`config.mk`:
```
export PLATFORM = sky130hd
export DESIGN_NAME = mem_port_arbiter
export DESIGN_NICKNAME = d
export VERILOG_FILES = /design/src/rtl/mem_port_arbiter_pkg.sv /design/src/rtl/mem_port_arbiter_rr_arb2.sv /design/src/rtl/mem_port_arbiter.sv
export SDC_FILE = /design/constraint.sdc
export NUM_CORES = 1
export LEC_CHECK = 0
export BUFFER_PORTS_ARGS = -buffer_cell sky130_fd_sc_hd__buf_2
export CORE_AREA = 2 2 118 120
export DETAILED_ROUTE_END_ITERATION = 12
export DIE_AREA = 0 0 120 122
export PLACE_DENSITY = 0.7
export SYNTH_ARGS = -nofsm -noshare
export SYNTH_HDL_FRONTEND = slang
export SYNTH_HIERARCHICAL = 1
export SYNTH_SLANG_ARGS = --single-unit
```
`constraint.sdc`:
```
create_clock -name clk -period 2.05 [get_ports clk]
set_input_delay 0.1025 -clock clk [delete_from_list [all_inputs] [get_ports clk]]
set_output_delay 0.1025 -clock clk [all_outputs]
set_load 0.02 [all_outputs]
```
`src/rtl/mem_port_arbiter_pkg.sv`:
```
// Shared encodings for the two-port data-memory arbiter.
// Holds the lock-state encoding and the requester index constants.
// No logic; imported by the arbiter top and its round-robin picker.
package mem_port_arbiter_pkg;

  typedef enum logic [1:0] {
    UNLOCKED = 2'd0,
    LOCKED_0 = 2'd1,
    LOCKED_1 = 2'd2
  } lock_state_e;

  localparam logic REQ_0 = 1'b0;
  localparam logic REQ_1 = 1'b1;

endpackage

```
`src/rtl/mem_port_arbiter_rr_arb2.sv`:
```
// Two-way round-robin grant picker with per-requester mask.
// Latency: purely combinational, grant in the request cycle.
// Backpressure: a masked or losing requester simply sees no grant and holds.
module rr_arb2
  import mem_port_arbiter_pkg::*;
(
  input  logic       req_0,
  input  logic       req_1,
  input  logic       last_grant,
  input  logic [1:0] mask,
  output logic       gnt_0,
  output logic       gnt_1
);

  logic w_req_0;
  logic w_req_1;

  assign w_req_0 = req_0 & ~mask[0];
  assign w_req_1 = req_1 & ~mask[1];

  // Lone eligible requester wins; on conflict the one not served last wins.
  always_comb begin
    gnt_0 = 1'b0;
    gnt_1 = 1'b0;
    if (w_req_0 && w_req_1) begin
      gnt_0 = (last_grant == REQ_1);
      gnt_1 = (last_grant == REQ_0);
    end else begin
      gnt_0 = w_req_0;
      gnt_1 = w_req_1;
    end
  end

endmodule

```
`src/rtl/mem_port_arbiter.sv`:
```
// Arbitrates two requesters onto one data-memory port; MEM_ARB_LOCK_EN adds bus locking.
// Latency: grant combinational (N), memory strobes N+1, read response N+2.
// Backpressure: losers see gnt low and hold their request; a grant is accepted every cycle.
module mem_port_arbiter
  import mem_port_arbiter_pkg::*;
#(
  parameter int WIDTH      = 32,
  parameter int DEPTH_LOG2 = 10
) (
  input  logic             clk,
  input  logic             rst_n,
  input  logic             req_0,
  input  logic             req_1,
  input  logic             we_0,
  input  logic             we_1,
  input  logic [WIDTH-1:0] addr_0,
  input  logic [WIDTH-1:0] addr_1,
  input  logic [WIDTH-1:0] wdata_0,
  input  logic [WIDTH-1:0] wdata_1,
  input  logic             lock_0,
  input  logic             lock_1,
  output logic             gnt_0,
  output logic             gnt_1,
  output logic             rvalid_0,
  output logic             rvalid_1,
  output logic [WIDTH-1:0] rdata_0,
  output logic [WIDTH-1:0] rdata_1,
  output logic             Memread,
  output logic             Memwrite,
  output logic [WIDTH-1:0] mem_addr,
  output logic [WIDTH-1:0] mem_wdata,
  input  logic [WIDTH-1:0] mem_rdata
);

  // Only the low DEPTH_LOG2 word-address bits reach the memory.
  localparam logic [WIDTH-1:0] ADDR_MASK = ~({WIDTH{1'b1}} << DEPTH_LOG2);

  logic             w_gnt_0;
  logic             w_gnt_1;
  logic             w_gnt_any;
  logic [1:0]       w_mask;
  logic             w_we;
  logic [WIDTH-1:0] w_addr;
  logic [WIDTH-1:0] w_wdata;

  logic             r_last_grant;
  logic             r_mem_rd;
  logic             r_mem_wr;
  logic [WIDTH-1:0] r_mem_addr;
  logic [WIDTH-1:0] r_mem_wdata;
  logic             r_req_id;
  logic             r_rvalid_0;
  logic             r_rvalid_1;
  logic [WIDTH-1:0] r_rdata_0;
  logic [WIDTH-1:0] r_rdata_1;

  rr_arb2 u_rr_arb2 (
    .req_0      (req_0),
    .req_1      (req_1),
    .last_grant (r_last_grant),
    .mask       (w_mask),
    .gnt_0      (w_gnt_0),
    .gnt_1      (w_gnt_1)
  );

`ifdef MEM_ARB_LOCK_EN
  lock_state_e r_lock_state;
  lock_state_e w_lock_next;

  // Lock state register.
  always_ff @(posedge clk or negedge rst_n) begin
    if (!rst_n) r_lock_state <= UNLOCKED;
    else        r_lock_state <= w_lock_next;
  end

  // Locked owner masks the other side; only a grant to someone moves the lock,
  // so an owner that drops req keeps the bus reserved.
  always_comb begin
    w_lock_next = r_lock_state;
    w_mask      = 2'b00;
    case (r_lock_state)
      LOCKED_0: w_mask = 2'b10;
      LOCKED_1: w_mask = 2'b01;
      default:  w_mask = 2'b00;
    endcase
    if (w_gnt_0)      w_lock_next = lock_0 ? LOCKED_0 : UNLOCKED;
    else if (w_gnt_1) w_lock_next = lock_1 ? LOCKED_1 : UNLOCKED;
  end
`else
  logic w_unused_lock;
  assign w_unused_lock = lock_0 | lock_1;
  assign w_mask        = 2'b00;
`endif

  assign gnt_0     = w_gnt_0;
  assign gnt_1     = w_gnt_1;
  assign w_gnt_any = w_gnt_0 | w_gnt_1;
  assign w_we      = w_gnt_1 ? we_1    : we_0;
  assign w_addr    = w_gnt_1 ? addr_1  : addr_0;
  assign w_wdata   = w_gnt_1 ? wdata_1 : wdata_0;

  // Remember who was served last; reset favours requester 0 on first conflict.
  always_ff @(posedge clk or negedge rst_n) begin
    if (!rst_n)         r_last_grant <= REQ_1;
    else if (w_gnt_any) r_last_grant <= w_gnt_1 ? REQ_1 : REQ_0;
  end

  // Register the granted command for the memory cycle; strobes last one cycle.
  always_ff @(posedge clk or negedge rst_n) begin
    if (!rst_n) begin
      r_mem_rd    <= 1'b0;
      r_mem_wr    <= 1'b0;
      r_mem_addr  <= '0;
      r_mem_wdata <= '0;
      r_req_id    <= REQ_0;
    end else begin
      r_mem_rd <= w_gnt_any & ~w_we;
      r_mem_wr <= w_gnt_any &  w_we;
      if (w_gnt_any) begin
        r_mem_addr  <= w_addr & ADDR_MASK;
        r_mem_wdata <= w_wdata;
        r_req_id    <= w_gnt_1;
      end
    end
  end

  // Capture read data at the end of the memory cycle and route it back.
  always_ff @(posedge clk or negedge rst_n) begin
    if (!rst_n) begin
      r_rvalid_0 <= 1'b0;
      r_rvalid_1 <= 1'b0;
      r_rdata_0  <= '0;
      r_rdata_1  <= '0;
    end else begin
      r_rvalid_0 <= r_mem_rd & (r_req_id == REQ_0);
      r_rvalid_1 <= r_mem_rd & (r_req_id == REQ_1);
      if (r_mem_rd && (r_req_id == REQ_0)) r_rdata_0 <= mem_rdata;
      if (r_mem_rd && (r_req_id == REQ_1)) r_rdata_1 <= mem_rdata;
    end
  end

  assign Memread   = r_mem_rd;
  assign Memwrite  = r_mem_wr;
  assign mem_addr  = r_mem_addr;
  assign mem_wdata = r_mem_wdata;
  assign rvalid_0  = r_rvalid_0;
  assign rvalid_1  = r_rvalid_1;
  assign rdata_0   = r_rdata_0;
  assign rdata_1   = r_rdata_1;

endmodule

```
After elaboration in Yosys (flattened, before gate mapping)
Index checks and enable logic that the tools add are counted.

Bits in registers: 112. Input port bits: 168. Output and inout bits: 134. Logic and storage cells: 27.

Multiplexer cells: 6. Bitwise logic cells: 8. Reductions and logical operators: 3.

Operators with widths (number): $mux W32 (1); $mux W10 (1); $and A1 B1 Y1 (4); $mux W1 (4); $logic_and A1 B1 Y1 (3); $not A1 Y1 (3); $or A1 B1 Y1 (1).

Depth between registers and ports, before layout
Gate-level depths: netlist (run 1).

Depth after elaboration: 5. Mapped depth: 7. Mapped depth without buffers: 4.

Hierarchy
Netlist (run 1), hierarchy kept.

By module, submodules not included: mem_port_arbiter (instances 1, cells an instance 360, area an instance 4873.4 um^2, seq. area each 2803.9 um^2); rr_arb2 (instances 1, cells an instance 4, area an instance 32.5 um^2, seq. area each 0.0 um^2).

Worst setup path after synthesis (run 1)
OpenSTA, ideal clock, no wires.

Path kind: flip-flop to flip-flop. From: reg r_last_grant. To: reg r_mem_addr[5] (netlist: mem_addr[5]). Arrival: 1.381 ns. Required time: 1.917 ns. Setup slack: 0.536 ns. Stages on the path, launching flop included: 6. Path buffers: 2. Clock period less this slack: 1.514 ns. Cells stage by stage: dfstp_2 > o21a_1 > buf_4 > buf_6 > mux2i_1 > o21ai_0.

RTL lines: from (decl) (line mem_port_arbiter.sv:46) `logic r_last_grant;`; from (signal assigned) (line mem_port_arbiter.sv:105) `else if (w_gnt_any) r_last_grant <= w_gnt_1 ? REQ_1 : REQ_0;`; $mux W1 (line mem_port_arbiter_rr_arb2.sv:25) `if (w_req_0 && w_req_1) begin`; named net gnt_0 (line mem_port_arbiter.sv:22) `output logic gnt_0,`; $or A1 B1 Y1 (line mem_port_arbiter.sv:97) `assign w_gnt_any = w_gnt_0 | w_gnt_1;`; to (signal assigned) (line mem_port_arbiter.sv:120) `r_mem_addr <= w_addr & ADDR_MASK;`; to (decl) (line mem_port_arbiter.sv:49) `logic [WIDTH-1:0] r_mem_addr;`.

The timed path passes the listed nets, and every way through them passes these cells. A chain may end at the register's enable or synchronous reset.

Final worst setup path (run 1)
From: reg r_last_grant. To: reg r_mem_rd (netlist: Memread).

Cells in the longest elaborated chain, start to end: 5.

Ends and longest elaborated chain: $not A1 Y1 (line mem_port_arbiter_rr_arb2.sv:27) `gnt_1 = (last_grant == REQ_0);`; $mux W1 (line mem_port_arbiter_rr_arb2.sv:25); $mux W1 (line mem_port_arbiter.sv:98) `assign w_we = w_gnt_1 ? we_1 : we_0;`; $not A1 Y1 (line mem_port_arbiter.sv:117) `r_mem_rd <= w_gnt_any & ~w_we;`; $and A1 B1 Y1 (*) (line mem_port_arbiter.sv:117); to (signal assigned) (line mem_port_arbiter.sv:117); to (decl) (line mem_port_arbiter.sv:47) `logic r_mem_rd;`.

Every way passes the cells marked *; elsewhere a longest branch is shown, timed or not.

==> tab_implementation.tex, run 1 <==
\begin{tabular}{lr}
\hline
Metric & Value \\
\hline
\multicolumn{2}{l}{\textbf{Clock network}} \\
\quad Number of buffers added to fix hold violations after cts & 69 \\
\quad TritonCTS buffer count & 9 \\
\quad Clock tree from TritonCTS & built \\
\quad Sink Count & 112 \\
\quad Maximum level of the CTS H-tree & 3 \\
\quad Clock network latency to the later pin of the worst-skew pair & 350 ps \\
\quad Maximum root-to-sink buffer count & 2 \\
\quad Post-CTS setup repair buffer count & 0 \\
\quad Clock slew at the register clock pins of the worst setup and hold paths & 70 ps \\
\quad CTS Root Buffer Type & clkbuf\_16 \\
\quad Post\_cts resized & 0 \\
\multicolumn{2}{l}{\textbf{Setup path}} \\
\quad Arrival time at the worst endpoint & 2190 ps \\
\quad Critical Setup Path Class & reg2reg \\
\quad Required time worst endpoint & 2330 ps \\
\quad Cell family with the largest share of critical-path delay & buffers and inverters \\
\quad Highest net fanout along the worst path & 45 \\
\quad Worst Reg2Reg Path Length in Cells & 5 \\
\quad Highest-delay cell along the critical path & dfstp\_2 \\
\quad Number of buffers and inverters on the critical path & 2 \\
\quad Critical path endpoint category & flip-flop \\
\quad Startpoint of the worst setup timing path & r\_last\_grant\$\_DFFE\_PN1P\_ \\
\quad Critical Path Start Type & flip-flop \\
\quad Internal reg-to-reg setup slack & 140 ps \\
\quad Reg2reg end & Memread\$\_DFF\_PN0\_ \\
\quad CP peak stage delay & 570 ps \\
\quad Source of the worst register-to-register timing path & r\_last\_grant\$\_DFFE\_PN1P\_ \\
\quad End point of the critical path & Memread\$\_DFF\_PN0\_ \\
\quad Critical path cell sequence & o21a\_2 > buf\_12 > nand2b\_1 > o22ai\_1 > dlygate4sd3\_1 \\
\quad Instance count on the critical path & 5 \\
\multicolumn{2}{l}{\textbf{Drt}} \\
\quad Post-DRT Antenna Nets & 0 \\
\quad Drt drc & 0 \\
\quad Overall via count from detail\_route & 3844 \\
\quad Drt wl/cell & 15.0 um \\
\quad Number of optimization iterations in the first detailed-route pass & 4 \\
\quad Post-Route WL & 12700 um \\
\quad DR vias/cell & 4.54 \\
\quad 1st-iter DRT viols & 179 \\
\multicolumn{2}{l}{\textbf{Cells and area}} \\
\quad Highest-count cells in the layout ignoring fill and taps & buf\_2, dfrtp\_1, dlygate4sd3\_1 \\
\quad Nets & 830 \\
\quad FILL cells & 1146 \\
\quad FF/Latch Area & 2800 um\^{}2 \\
\quad Leading cell type in the layout, fill and taps excluded & buf\_2 \\
\quad N\_diodes & 0 \\
\quad Share of final-layout standard cells stronger than drive strength 1 & 0.487 \\
\quad Multi-input logic area & 1810 um\^{}2 \\
\quad Area growth, synth to finish & 45.5\% \\
\multicolumn{2}{l}{\textbf{Yosys}} \\
\quad Cells after Synth & 364 \\
\quad Post-Synthesis Cell Area & 4910 um\^{}2 \\
\quad Most area-hungry cell type in the Yosys netlist & dfrtp\_1 \\
\quad Top cell type's share of synthesized area & 0.566 \\
\quad Part of the Yosys area used for sequential elements & 0.572 \\
\quad Number of distinct library cells after synthesis & 23 \\
\quad Warnings, synthesis & 6 \\
\quad Main area contributors after synthesis & dfrtp\_1, mux2\_4, mux2i\_1 \\
\quad Post-synthesis average cell area & 13.5 um\^{}2 \\
\quad Number of flip-flops and latches in the synthesized netlist & 112 \\
\multicolumn{2}{l}{\textbf{Floorplan}} \\
\quad Cell row count & 43 \\
\quad Number of ports placed on the die boundary & 302 \\
\quad Std-Cell Core Area & 13500 um\^{}2 \\
\quad Starting density of the core & 0.363 \\
\quad Width of the die & 120 um \\
\quad Die Span Y & 122 um \\
\quad Die area & 14600 um\^{}2 \\
\multicolumn{2}{l}{\textbf{STA}} \\
\quad Hold Vio Cnt, Final & 0 \\
\quad Setup Skew & 8.97 ps \\
\quad Setup slack after layout & 140 ps \\
\quad Pins Over Slew Limit & 0 \\
\quad Time the worst path needs with I/O delays and setup & 1910 ps \\
\quad Worst hold-check slack & 10.1 ps \\
\quad Fmax & 0.524 GHz \\
\quad Number of setup violations in the final report & 0 \\
\quad Final-layout setup total negative slack & 0 ps \\
\quad Unrepaired setup endpoints after global routing & false \\
\quad Final Cycle Share & 0.932 \\
\multicolumn{2}{l}{\textbf{Job}} \\
\quad Count of maximum capacitance violations & 0 \\
\multicolumn{2}{l}{\textbf{Placed design}} \\
\quad Post-placement setup slack & 541 ps \\
\quad Post-DP HPWL & 8500 um \\
\quad Port Buffers & 233 \\
\quad Placer Congestion & 0.809 \\
\multicolumn{2}{l}{\textbf{Pwr}} \\
\quad Worst VDD drop & 0.558 mV \\
\quad Power per unit of standard cell area & 1060 nW/um\^{}2 \\
\quad Total leakage power & 3.58 nW \\
\quad Tot Pwr & 7.59 mW \\
\multicolumn{2}{l}{\textbf{Global routing}} \\
\quad Antenna violations before repair & 2 \\
\quad Total Routing Usage GR & 0.173 \\
\quad Wire length of the first global-routing pass & 19900 um \\
\quad Vias in the first global route & 4019 \\
\quad Largest net degree at the start of global routing & 76 \\
\quad Total congestion overflow & 0 \\
\multicolumn{2}{l}{\textbf{Status}} \\
\quad Status & completed \\
\multicolumn{2}{l}{\textbf{Hold path}} \\
\quad Class of the tightest hold or removal check & in2reg \\
\hline
\end{tabular}
## synth_stat cells (all sizes together)
master	n
a21o	2
a21oi	1
buf	35
clkbuf	9
conb	1
dfrtp	111
dfstp	1
inv	5
mux2	64
mux2i	42
nand2	44
nand2b	3
nor2b	1
o21a	1
o21ai	43
o22ai	1
## stage by stage
stage	std cells	util	cell area, um^2
2_1_floorplan	387	-	4990
3_3_place_gp	762	0.453	6120
3_5_place_dp	762	0.453	6120
4_1_cts	847	0.529	7140
5_1_grt	847	0.529	7140
6_report	847	0.529	7140
## how the worst min path moves through the flow
stage / startpoint / to / slack (ps) / cells past startpoint
floorplan: rst_n / Memread$_DFF_PN0_ / -190 / 0
global placement: rst_n / rdata_0[17]$_DFFE_PN0P_ / -6 / 1
detailed placement: rst_n / rdata_0[17]$_DFFE_PN0P_ / 5 / 1
CTS: mem_rdata[13] / rdata_0[13]$_DFFE_PN0P_ / 0.9 / 2
global route: mem_rdata[13] / rdata_0[13]$_DFFE_PN0P_ / 3 / 2
finish: wdata_1[14] / mem_wdata[14]$_DFFE_PN0P_ / 10 / 3
## tightest hold or removal path, delay by kind of cell
| family | cells | cell delay (ps) |
|---|---|---|
| AO/OA/AOI/OAI | 1 | 80 |
| buffers and inverters | 1 | 80 |
| AND/OR/NAND/NOR | 1 | 50 |
## layout make-up
| cell class | instances | area share |
|---|---|---|
| clock buffers | 9 | 0.0316 |
| clock inverters | 7 | 0.0142 |
| inverters | 5 | 0.00263 |
| multi-input cells | 226 | 0.253 |
| flip-flops and latches | 112 | 0.393 |
| well taps | 180 | 0.0316 |
| repair buffers | 308 | 0.274 |
## sequential cells by signal, indices dropped and copies added, names as in the netlist
| signal | count |
|---|---|
| Memread | 1 |
| Memwrite | 1 |
| mem_addr | 10 |
| mem_wdata | 32 |
| r_last_grant | 1 |
| r_req_id | 1 |
| rdata_0 | 32 |
| rdata_1 | 32 |
| rvalid_0 | 1 |
| rvalid_1 | 1 |
## logic make-up (layout without fill, tap and decap cells)
logic type / after synthesis / after routing / share of synthesized area
flip-flops: 112 / 112 / 0.572
multiplexers: 106 / 106 / 0.255
AO/OA/AOI/OAI: 48 / 48 / 0.0508
buffers and inverters: 49 / 329 / 0.0798
other: 1 / 24 / 0.000764
AND/OR/NAND/NOR: 48 / 48 / 0.0423
## metal layers
layer / vias up / share of wire / track usage
met4: 4 / 0.028 / 0.0662
met1: 1826 / 0.39 / 0.197
met5: - / 0.0020 / 0
li1: 1786 / - / -
met2: 201 / 0.50 / 0.299
met3: 27 / 0.086 / 0.0604
## power breakdown
part | internal [mW] | total (mW) | switching (mW)
logic | 1.14 | 2.57 | 1.43
clock network | 1.08 | 1.90 | 0.816
registers | 2.80 | 3.12 | 0.321
Note: power is estimated with default switching activity, not from simulation.
==> run 2: changes to the inputs <==
REMOVE_ABC_BUFFERS = 1   (was not set)
==> run 2 against run 1 <==
Critical path depth unchanged. Clock skew about the same. Design area up 0.70%. Utilization up 0.37 points.
==> tab_implementation.tex, run 2 (synthesized netlist as in run 1, its figures left out) <==
\begin{tabular}{lr}
\hline
Metric & Value \\
\hline
\multicolumn{2}{l}{\textbf{Status}} \\
\quad Status & completed \\
\multicolumn{2}{l}{\textbf{Global routing}} \\
\quad Antenna violations before repair & 0 \\
\quad Global routing met3 resource utilization & 0.0487 \\
\quad Grt peak-use layer & met2 \\
\quad Wire length of the first global-routing pass & 19400 um \\
\quad Vias in the first global route & 4091 \\
\quad Total congestion overflow & 0 \\
\quad Total Routing Usage GR & 0.167 \\
\quad Met2 track utilization from global routing & 0.293 \\
\quad Largest net degree at the start of global routing & 89 \\
\quad Met1 capacity usage during global routing & 0.187 \\
\multicolumn{2}{l}{\textbf{Cells and area}} \\
\quad Nets & 840 \\
\quad Leading cell type in the layout, fill and taps excluded & buf\_2 \\
\quad FILL cells & 1143 \\
\quad Area growth, synth to finish & 46.5\% \\
\quad Highest-count cells in the layout ignoring fill and taps & buf\_2, dfrtp\_1, dlygate4sd3\_1 \\
\quad N\_diodes & 0 \\
\quad Final standard cell count with taps included and fillers excluded & 857 \\
\quad Post-route core utilization & 0.532 \\
\quad Share of final-layout standard cells stronger than drive strength 1 & 0.486 \\
\quad Post-layout instance area & 7190 um\^{}2 \\
\multicolumn{2}{l}{\textbf{Setup path}} \\
\quad Critical Path Start Type & flip-flop \\
\quad Highest net fanout along the worst path & 88 \\
\quad Required time worst endpoint & 2280 ps \\
\quad Critical Setup Path Class & reg2reg \\
\quad Arrival time at the worst endpoint & 2040 ps \\
\quad Critical path endpoint category & flip-flop \\
\multicolumn{2}{l}{\textbf{Pwr}} \\
\quad Tot Pwr & 7.38 mW \\
\quad Total leakage power & 3.60 nW \\
\quad Power per unit of standard cell area & 1030 nW/um\^{}2 \\
\quad Worst VDD drop & 0.629 mV \\
\multicolumn{2}{l}{\textbf{Floorplan}} \\
\quad Die area & 14600 um\^{}2 \\
\quad Die Span Y & 122 um \\
\quad Number of ports placed on the die boundary & 302 \\
\quad Std-Cell Core Area & 13500 um\^{}2 \\
\quad Width of the die & 120 um \\
\quad Cell row count & 43 \\
\quad Starting density of the core & 0.363 \\
\multicolumn{2}{l}{\textbf{Clock network}} \\
\quad CTS Root Buffer Type & clkbuf\_16 \\
\quad TritonCTS buffer count & 9 \\
\quad Clock slew at the register clock pins of the worst setup and hold paths & 80 ps \\
\quad Clock network latency to the later pin of the worst-skew pair & 350 ps \\
\quad Post-CTS setup repair buffer count & 0 \\
\quad Post\_cts resized & 0 \\
\quad Maximum level of the CTS H-tree & 3 \\
\quad Clock tree from TritonCTS & built \\
\quad Sink Count & 112 \\
\quad Maximum root-to-sink buffer count & 2 \\
\multicolumn{2}{l}{\textbf{STA}} \\
\quad Setup Skew & 9.35 ps \\
\quad Number of setup violations in the final report & 0 \\
\quad Final Cycle Share & 0.882 \\
\quad Unrepaired setup endpoints after global routing & false \\
\quad Pins Over Slew Limit & 0 \\
\quad Hold Vio Cnt, Final & 0 \\
\quad Time the worst path needs with I/O delays and setup & 1810 ps \\
\quad Final-layout setup total negative slack & 0 ps \\
\quad Fmax & 0.553 GHz \\
\multicolumn{2}{l}{\textbf{Hold path}} \\
\quad Class of the tightest hold or removal check & in2reg \\
\multicolumn{2}{l}{\textbf{Placed design}} \\
\quad Cell area reported after detailed placement & 6140 um\^{}2 \\
\quad Placer Congestion & 0.715 \\
\quad Port Buffers & 233 \\
\quad Post-DP HPWL & 8050 um \\
\quad Post-Place Cells & 766 \\
\multicolumn{2}{l}{\textbf{Drt}} \\
\quad Number of optimization iterations in the first detailed-route pass & 4 \\
\quad Drt drc & 0 \\
\quad Overall via count from detail\_route & 3801 \\
\quad DR vias/cell & 4.44 \\
\quad Post-Route WL & 12000 um \\
\quad Drt wl/cell & 14.0 um \\
\quad Post-DRT Antenna Nets & 0 \\
\quad 1st-iter DRT viols & 91 \\
\multicolumn{2}{l}{\textbf{Job}} \\
\quad Count of maximum capacitance violations & 0 \\
\hline
\end{tabular}
==> run 2: changes by cell type in the layout (fill, tap and decap cells not counted), moves of 2 or more <==
cell	delta
buf_4	+5
bufinv_16	-2
dlygate4sd3_1	+6
clkinv_8	+2
==> run 2: worst max-delay path, cell delays in order (launching register included) <==
cell and delay, ps:
dfstp_2 390, a21oi_4 170, buf_12 300, nand2b_1 180, o22ai_1 80, dlygate4sd3_1 560
==> run 2: final timing paths <==
| check | start | endpoint | slack (ps) | cells after the start |
|---|---|---|---|---|
| min in group asynchronous | rst_n | rdata_1[10]$_DFFE_PN0P_ | 200 | 2 |
| setup reg to reg | r_last_grant$_DFFE_PN1P_ | Memread$_DFF_PN0_ | 240 | 5 |
| hold reg to reg | rdata_1[21]$_DFFE_PN0P_ | rdata_1[21]$_DFFE_PN0P_ | 500 | 1 |
| setup / recovery | r_last_grant$_DFFE_PN1P_ | Memread$_DFF_PN0_ | 240 | 5 |
| hold / removal | mem_rdata[18] | rdata_0[18]$_DFFE_PN0P_ | 30 | 2 |
| max in group asynchronous | rst_n | mem_addr[0]$_DFFE_PN0P_ | 1180 | 3 |
==> run 2: timing repair <==
item	in CTS	in global routing
hold buffers	75	0
endpoints found under the hold margin	127	0
endpoints found under the setup margin	0	0
==> run 2: layer usage <==
layer,share of wire,vias to the layer above
met2,0.50,181
met4,0.022,0
met1,0.39,1789
li1,-,1811
met3,0.087,20
met5,0,-
==> run 2: through the flow <==
step	worst slack [ps]	hold WS, ps
floorplan	-1900	-193
global placement	517	33.9
detailed placement	455	48.5
CTS	236	1.52
global route	145	2.06
finish	242	25.0
==> run 2: area by class of cell <==
| class | instances | area, um^2 | share of cell area |
|---|---|---|---|
| multi-input cells | 226 | 1810 | 0.252 |
| inverters | 5 | 18.8 | 0.00261 |
| flip-flops and latches | 112 | 2800 | 0.390 |
| well taps | 180 | 225 | 0.0313 |
| clock buffers | 9 | 225 | 0.0313 |
| clock inverters | 7 | 73.8 | 0.0103 |
| repair buffers | 318 | 2030 | 0.283 |
==> run 2: report_power, final <==
group / internal (mW) / total [mW] / leakage (nW) / switching [mW]
sequential: 2.80 / 3.10 / 1.33 / 0.308
combinational: 1.15 / 2.58 / 2.13 / 1.43
clock: 0.858 / 1.70 / 0.139 / 0.841
total: 4.80 / 7.38 / 3.60 / 2.58
